File: src/rtl/hazard_forward_unit.sv
// Decode-side hazard unit: tracks destinations through dec/ex/dm/wb, forwards operands, stalls on load-use.
// Optional feature: define HFU_R0_ZERO_EN to treat register 0 as hardwired zero.
module hazard_forward_unit #(
  parameter int REG_AW = 5,
  parameter int IMM_W  = 8,
  parameter int INS_W  = 24
) (
  input  logic              clk,
  input  logic              reset,
  input  logic [INS_W-1:0]  ins,
  input  logic              ins_valid,
  output logic              stall,
  output logic [4:0]        op_dec,
  output logic [IMM_W-1:0]  imm,
  output logic              imm_sel,
  output logic [1:0]        mux_sel_A,
  output logic [1:0]        mux_sel_B,
  output logic [REG_AW-1:0] RW_dm,
  output logic              mem_en_ex,
  output logic              mem_rw_ex,
  output logic              mem_mux_sel_dm
);

  localparam int RB_LSB = 4;
  localparam int RA_LSB = RB_LSB + REG_AW;
  localparam int RW_LSB = RA_LSB + REG_AW;

  localparam logic [1:0] SEL_RF = 2'b00;
  localparam logic [1:0] SEL_EX = 2'b01;
  localparam logic [1:0] SEL_DM = 2'b10;
  localparam logic [1:0] SEL_WB = 2'b11;

  // Incoming instruction fields and decode
  logic [4:0]        op_in;
  logic [REG_AW-1:0] rw_in;
  logic [REG_AW-1:0] ra_in;
  logic [REG_AW-1:0] rb_in;
  logic [IMM_W-1:0]  imm_in;
  logic              is_jmp;
  logic              is_cj;
  logic              is_ld;
  logic              is_st;
  logic              is_imm;
  logic              reads_a;
  logic              reads_b;
  logic              writes_rw;
  logic              take;
  logic              unused_ins_bit;

  // Registered dec state
  logic [REG_AW-1:0] rw_dec;
  logic [REG_AW-1:0] ra_dec;
  logic [REG_AW-1:0] rb_dec;
  logic              wv_dec;
  logic              av_dec;
  logic              bv_dec;
  logic              ld_dec;
  logic              st_dec;

  // Downstream stage state
  logic [REG_AW-1:0] rw_ex;
  logic              wv_ex;
  logic              mem_mux_sel_ex;
  logic              wv_dm;
  logic [REG_AW-1:0] rw_wb;
  logic              wv_wb;

  assign op_in          = ins[INS_W-1 -: 5];
  assign rw_in          = ins[RW_LSB +: REG_AW];
  assign ra_in          = ins[RA_LSB +: REG_AW];
  assign rb_in          = ins[RB_LSB +: REG_AW];
  assign imm_in         = ins[IMM_W:1];
  assign unused_ins_bit = ins[0];

  always_comb begin
    is_jmp    = (op_in == 5'b11000);
    is_cj     = (op_in[4:2] == 3'b111);
    is_ld     = (op_in == 5'b10100);
    is_st     = (op_in == 5'b10101);
    is_imm    = (op_in[4:3] == 2'b01);
    reads_a   = ins_valid & ~is_jmp & ~is_cj;
    reads_b   = ins_valid & ~(is_jmp | is_cj | is_imm | is_ld);
`ifdef HFU_R0_ZERO_EN
    writes_rw = ins_valid & ~(is_jmp | is_cj | is_st) & (rw_in != '0);
`else
    writes_rw = ins_valid & ~(is_jmp | is_cj | is_st);
`endif
  end

  // A load in dec whose destination the incoming instruction reads must wait one cycle.
  assign stall = ins_valid & ld_dec & wv_dec &
                 ((reads_a & (ra_in == rw_dec)) | (reads_b & (rb_in == rw_dec)));

  assign take = ins_valid & ~stall;

  always_ff @(posedge clk or negedge reset) begin
    if (!reset) begin
      op_dec  <= '0;
      imm     <= '0;
      imm_sel <= 1'b0;
      rw_dec  <= '0;
      ra_dec  <= '0;
      rb_dec  <= '0;
      wv_dec  <= 1'b0;
      av_dec  <= 1'b0;
      bv_dec  <= 1'b0;
      ld_dec  <= 1'b0;
      st_dec  <= 1'b0;
    end else if (take) begin
      op_dec  <= op_in;
      imm     <= imm_in;
      imm_sel <= is_imm;
      rw_dec  <= rw_in;
      ra_dec  <= ra_in;
      rb_dec  <= rb_in;
      wv_dec  <= writes_rw;
      av_dec  <= reads_a;
      bv_dec  <= reads_b;
      ld_dec  <= is_ld;
      st_dec  <= is_st;
    end else begin
      op_dec  <= '0;
      imm     <= '0;
      imm_sel <= 1'b0;
      rw_dec  <= '0;
      ra_dec  <= '0;
      rb_dec  <= '0;
      wv_dec  <= 1'b0;
      av_dec  <= 1'b0;
      bv_dec  <= 1'b0;
      ld_dec  <= 1'b0;
      st_dec  <= 1'b0;
    end
  end

  always_ff @(posedge clk or negedge reset) begin
    if (!reset) begin
      rw_ex          <= '0;
      wv_ex          <= 1'b0;
      mem_en_ex      <= 1'b0;
      mem_rw_ex      <= 1'b0;
      mem_mux_sel_ex <= 1'b0;
      RW_dm          <= '0;
      wv_dm          <= 1'b0;
      mem_mux_sel_dm <= 1'b0;
      rw_wb          <= '0;
      wv_wb          <= 1'b0;
    end else begin
      rw_ex          <= rw_dec;
      wv_ex          <= wv_dec;
      mem_en_ex      <= ld_dec | st_dec;
      mem_rw_ex      <= st_dec;
      mem_mux_sel_ex <= ld_dec;
      RW_dm          <= rw_ex;
      wv_dm          <= wv_ex;
      mem_mux_sel_dm <= mem_mux_sel_ex;
      rw_wb          <= RW_dm;
      wv_wb          <= wv_dm;
    end
  end

  // Youngest matching producer wins; stages without a valid write never match.
  function automatic logic [1:0] fwd_sel(
    input logic              use_v,
    input logic [REG_AW-1:0] src,
    input logic              v_ex,
    input logic [REG_AW-1:0] r_ex,
    input logic              v_dm,
    input logic [REG_AW-1:0] r_dm,
    input logic              v_wb,
    input logic [REG_AW-1:0] r_wb
  );
    logic [1:0] sel;
    sel = SEL_RF;
    if (use_v && v_ex && (src == r_ex)) begin
      sel = SEL_EX;
    end else if (use_v && v_dm && (src == r_dm)) begin
      sel = SEL_DM;
    end else if (use_v && v_wb && (src == r_wb)) begin
      sel = SEL_WB;
    end
    return sel;
  endfunction

  always_comb begin
    mux_sel_A = fwd_sel(av_dec, ra_dec, wv_ex, rw_ex, wv_dm, RW_dm, wv_wb, rw_wb);
    mux_sel_B = fwd_sel(bv_dec, rb_dec, wv_ex, rw_ex, wv_dm, RW_dm, wv_wb, rw_wb);
  end

endmodule

File: config.mk
export PLATFORM = sky130hd
export DESIGN_NAME = hazard_forward_unit
export DESIGN_NICKNAME = d
export VERILOG_FILES = /design/src/rtl/hazard_forward_unit.sv
export SDC_FILE = /design/constraint.sdc
export NUM_CORES = 1
export LEC_CHECK = 0
export ABC_AREA = 1
export BUFFER_PORTS_ARGS = -buffer_cell sky130_fd_sc_hd__buf_2
export CORE_ASPECT_RATIO = 0.7
export CORE_UTILIZATION = 48
export CTS_CLUSTER_DIAMETER = 30
export CTS_CLUSTER_SIZE = 25
export DETAILED_ROUTE_END_ITERATION = 16
export GPL_ROUTABILITY_DRIVEN = 0
export HOLD_SLACK_MARGIN = 0.15
export PLACE_DENSITY_LB_ADDON = 0.05
export SETUP_SLACK_MARGIN = 0.1
export SLEW_MARGIN = 0
export SYNTH_ARGS = -nofsm -noshare
export SYNTH_HDL_FRONTEND = slang
export SYNTH_SLANG_ARGS = --single-unit
File: constraint.sdc
create_clock -name clk -period 1.2 [get_ports clk]
set_input_delay 0.12 -clock clk [delete_from_list [all_inputs] [get_ports clk]]
set_output_delay 0.12 -clock clk [all_outputs]
set_load 0.01 [all_outputs]
==> metrics.cfg <==
[cells_and_area]
num_antenna_cells = 0
layout-drive-gt1-share_pct = 44.8
n_fill_cell = 293
stdcell_area_mm2 = 0.00355
final_nets = 392
syn_to_final_growth_pct = 55.2

[synthesis]
synth_edf_count = 0
yosysWarnings = 0
async_flop_share_pct = 100
ys.flop_type = dfrtp_1
synth_common_cells = dfrtp_1, inv_1, nand2_1, nor2_1, nor2_2
synthCells = 251
yosysUniqueCellTypes = 23
synthTopCellsByArea = dfrtp_1, inv_1, nand2_1, nor2_2, nor2_1
synth-seq-cells = 51
avgSynthCellArea_um2 = 9.13
synth_top_area_share_pct = 55.7
syn-cell-area_mm2 = 0.00229
synth_top_area_cell = dfrtp_1
syn_nets = 278
yosysSeqAreaShare_pct = 55.7

[floorplanning]
die_w_um = 84.6
core.rowCount = 20
initial_core_util_pct = 51.4
design.core.area_mm2 = 0.00445
die_area_mm2 = 0.00506
die_h_um = 59.8
io-pin-count = 54

[clock_tree]
h-tree-depth = 2
clk_pin_slew_ns = 0.09
cts_made_buffers = 5
cts_root_buffer = clkbuf_8
tritoncts = built
insertion_delay_ns = 0.30
clockBufferDepth = 2
clock_sinks = 51

[routing]
drt_iter0_markers = 128
vias = 2038
firstDrtPassIters = 10
via_per_inst = 4.84
antenna_left = 0
wire_per_inst_um = 13.4
route.detailed.drc = 3
finalWirelength_um = 5620

[global_routing]
use_met1_pct = 33.1
grt_pass1_vias = 1946
grt.total_usage_pct = 23.4
grtUsageMet3_pct = 4.97
busiest_layer = met2
gr-usage-met2_pct = 37.4
overflow = 0
antenna_found_initial = 0
grt_max_degree = 38
grt_pass1_wl_um = 8900

[sta]
tightest_slew_ns = 0.367
rsz0062_at_grt = yes
finalCritPeriodShare_pct = 138
final_max_slew_viol_count = 0
timing.fmax_mhz = 602
finalCriticalPeriod_ns = 1.66
finalHoldViolCount = 0
maxSlewHeadroom_pct = 75.6
setup-violations-final = 35
setup_ws_ns = -0.461
clock_skew_ns = 0.00589

[power_and_ir_drop]
p_int_mw = 2.83
p_per_area_mw_per_mm2 = 1070
total_power_mw = 3.81
p_sw_share_pct = 25.7
leakage_nw = 1.81
switchingPower_uw = 980
worst_ir_drop_vdd_uv = 633
combinationalPowerShare_pct = 17.9
p_clk_share_pct = 32.9
pwr-share-seq_pct = 49.3

[critical_path]
cp_cell_sequence = xnor2_2 -> nand2_2 -> nor2_2 -> nand3_2 -> nand2_2 -> nand2_4 -> inv_4 -> buf_6
crit_fanout = 4
crit_buf_inv = 2
critical_path_arrival_ns = 1.54
critPathMostFrequentCell = nand2_2
worstSetupEndpointType = primary output
critPathKind = reg -> out
required_ns = 1.08
cpPeakStageDelay_ns = 0.45
worst_setup_path_start_kind = flip-flop
worst_path_max_delay_cell = dfrtp_2
critical-path-top-delay-family = flip-flops

[job]
maxCapViolCount = 0

[hold_path]
holdCritPathClass = in -> reg

[status]
status = finished with violations
violations = DRC, setup timing

[place]
placed_cell_area_mm2 = 0.00281
port_buffers = 52
dp_hpwl_um = 3650
preCtsSetupSlack_ns = -0.233

## what timing repair did
| item | CTS | global route |
|---|---|---|
| buffers inserted | 3 | 7 |
| hold buffers | 24 | 0 |
| endpoints found under the hold margin | 74 | 0 |
| setup endpoints to repair | 38 | 41 |
| gates cloned | 1 | 0 |
| resized for setup | 35 | 43 |
| pin swaps | 12 | 17 |
## power by group through the flow
stage               sequential, mW  clock, mW  combinational, mW
global route                  1.88       1.35              0.743
CTS                           1.87       1.28              0.587
finish                        1.87       1.25              0.681
floorplan                     1.90          0              0.233
global placement              1.90          0              0.470
detailed placement            1.90          0              0.475
## stage by stage
step / cells / hold slack [ns] / setup TNS (ns) / util (%)
detailed placement: 380 / 0.0540 / -6.25 / 63.0
CTS: 415 / 0.165 / -10.29 / 74.9
floorplan: 251 / -0.176 / -1.87 / -
finish: 421 / 0.164 / -11.45 / 79.8
global route: 421 / 0.169 / -13.67 / 79.8
global placement: 380 / 0.0545 / -6.10 / 63.0
## per-layer routing
metal  routed length, um  vias up
li1                    -     1002
met1                2500      959
met2                2750       71
met3                 323        6
met4                  46        0
met5                   0        -
## layout make-up
| type | count | area (um2) | share of cell area [%] |
|---|---|---|---|
| Sequential cell | 51 | 1280 | 36.0 |
| Multi-Input combinational cell | 144 | 958 | 27.0 |
| Timing Repair Buffer | 109 | 918 | 25.8 |
| Inverter | 54 | 208 | 5.84 |
| Clock buffer | 6 | 82.6 | 2.32 |
| Tap cell | 55 | 68.8 | 1.94 |
| Clock inverter | 2 | 38.8 | 1.09 |
## worst reg2reg max path, cell delays in order, from the launching register on
cell and delay, ns:
dfrtp_2 0.45, xnor2_2 0.18, nand2_2 0.09, nor2_2 0.10, nand3_2 0.07, nand2_2 0.09
nand2_4 0.08, nand2_8 0.10, buf_6 0.11, buf_12 0.15, nor2_4 0.05
## flip-flops by register name, indices dropped and copies added, names as in the netlist
register and flops:
wv_ex 1, rb_dec 4, bv_dec 1, wv_dec 1, mem_mux_sel_ex 1, rw_wb 5, wv_dm 1, imm 4
op_dec 5, rw_dec 5, mem_en_ex 1, RW_dm 5, ra_dec 5, rw_ex 5, imm_sel 1, st_dec 1
mem_rw_ex 1, mem_mux_sel_dm 1, ld_dec 1, wv_wb 1, av_dec 1
## placed cells by master (no fill, tap or decap), types with 3 or more instances in the layout
| cell type | count |
|---|---|
| dfrtp_1 | 48 |
| buf_2 | 43 |
| inv_1 | 41 |
| nand2_1 | 33 |
| dlygate4sd3_1 | 24 |
| buf_6 | 20 |
| nor2_4 | 17 |
| buf_4 | 16 |
| nor2_2 | 15 |
| nor2_1 | 15 |
| o22ai_1 | 13 |
| inv_2 | 11 |
| nand3_1 | 7 |
| a21oi_1 | 7 |
| clkbuf_8 | 6 |
| xor2_1 | 5 |
| a21oi_2 | 5 |
| nand2_2 | 4 |
| nand3_2 | 4 |
| buf_12 | 3 |
| dfrtp_2 | 3 |
## cells by family (layout without fill, tap and decap cells)
family,count (synthesis),in the layout,share of synthesized area (%)
DFF,51,51,55.7
buffers and inverters,56,171,10.6
AOI/OAI and AO/OA,32,32,8.08
and+or+nand+nor,104,104,22.6
xor gates and xnor gates,8,8,3.06
## path summary, 6_finish.rpt
| path | startpoint | to | slack (ns) | depth (start not counted) |
|---|---|---|---|---|
| setup reg to reg | rw_dec[0] | rw_dec[0] | -0.37 | 10 |
| hold / removal | ins[10] | ra_dec[1] | 0.16 | 4 |
| min in group asynchronous | reset | imm[2] | 0.25 | 2 |
| setup / recovery | rw_dec[0] | stall | -0.46 | 8 |
| hold reg to reg | mem_mux_sel_ex | mem_mux_sel_dm | 0.35 | 0 |
| max in group asynchronous | reset | rb_dec[3] | 0.43 | 3 |
Power figures use the tool's default switching activity.
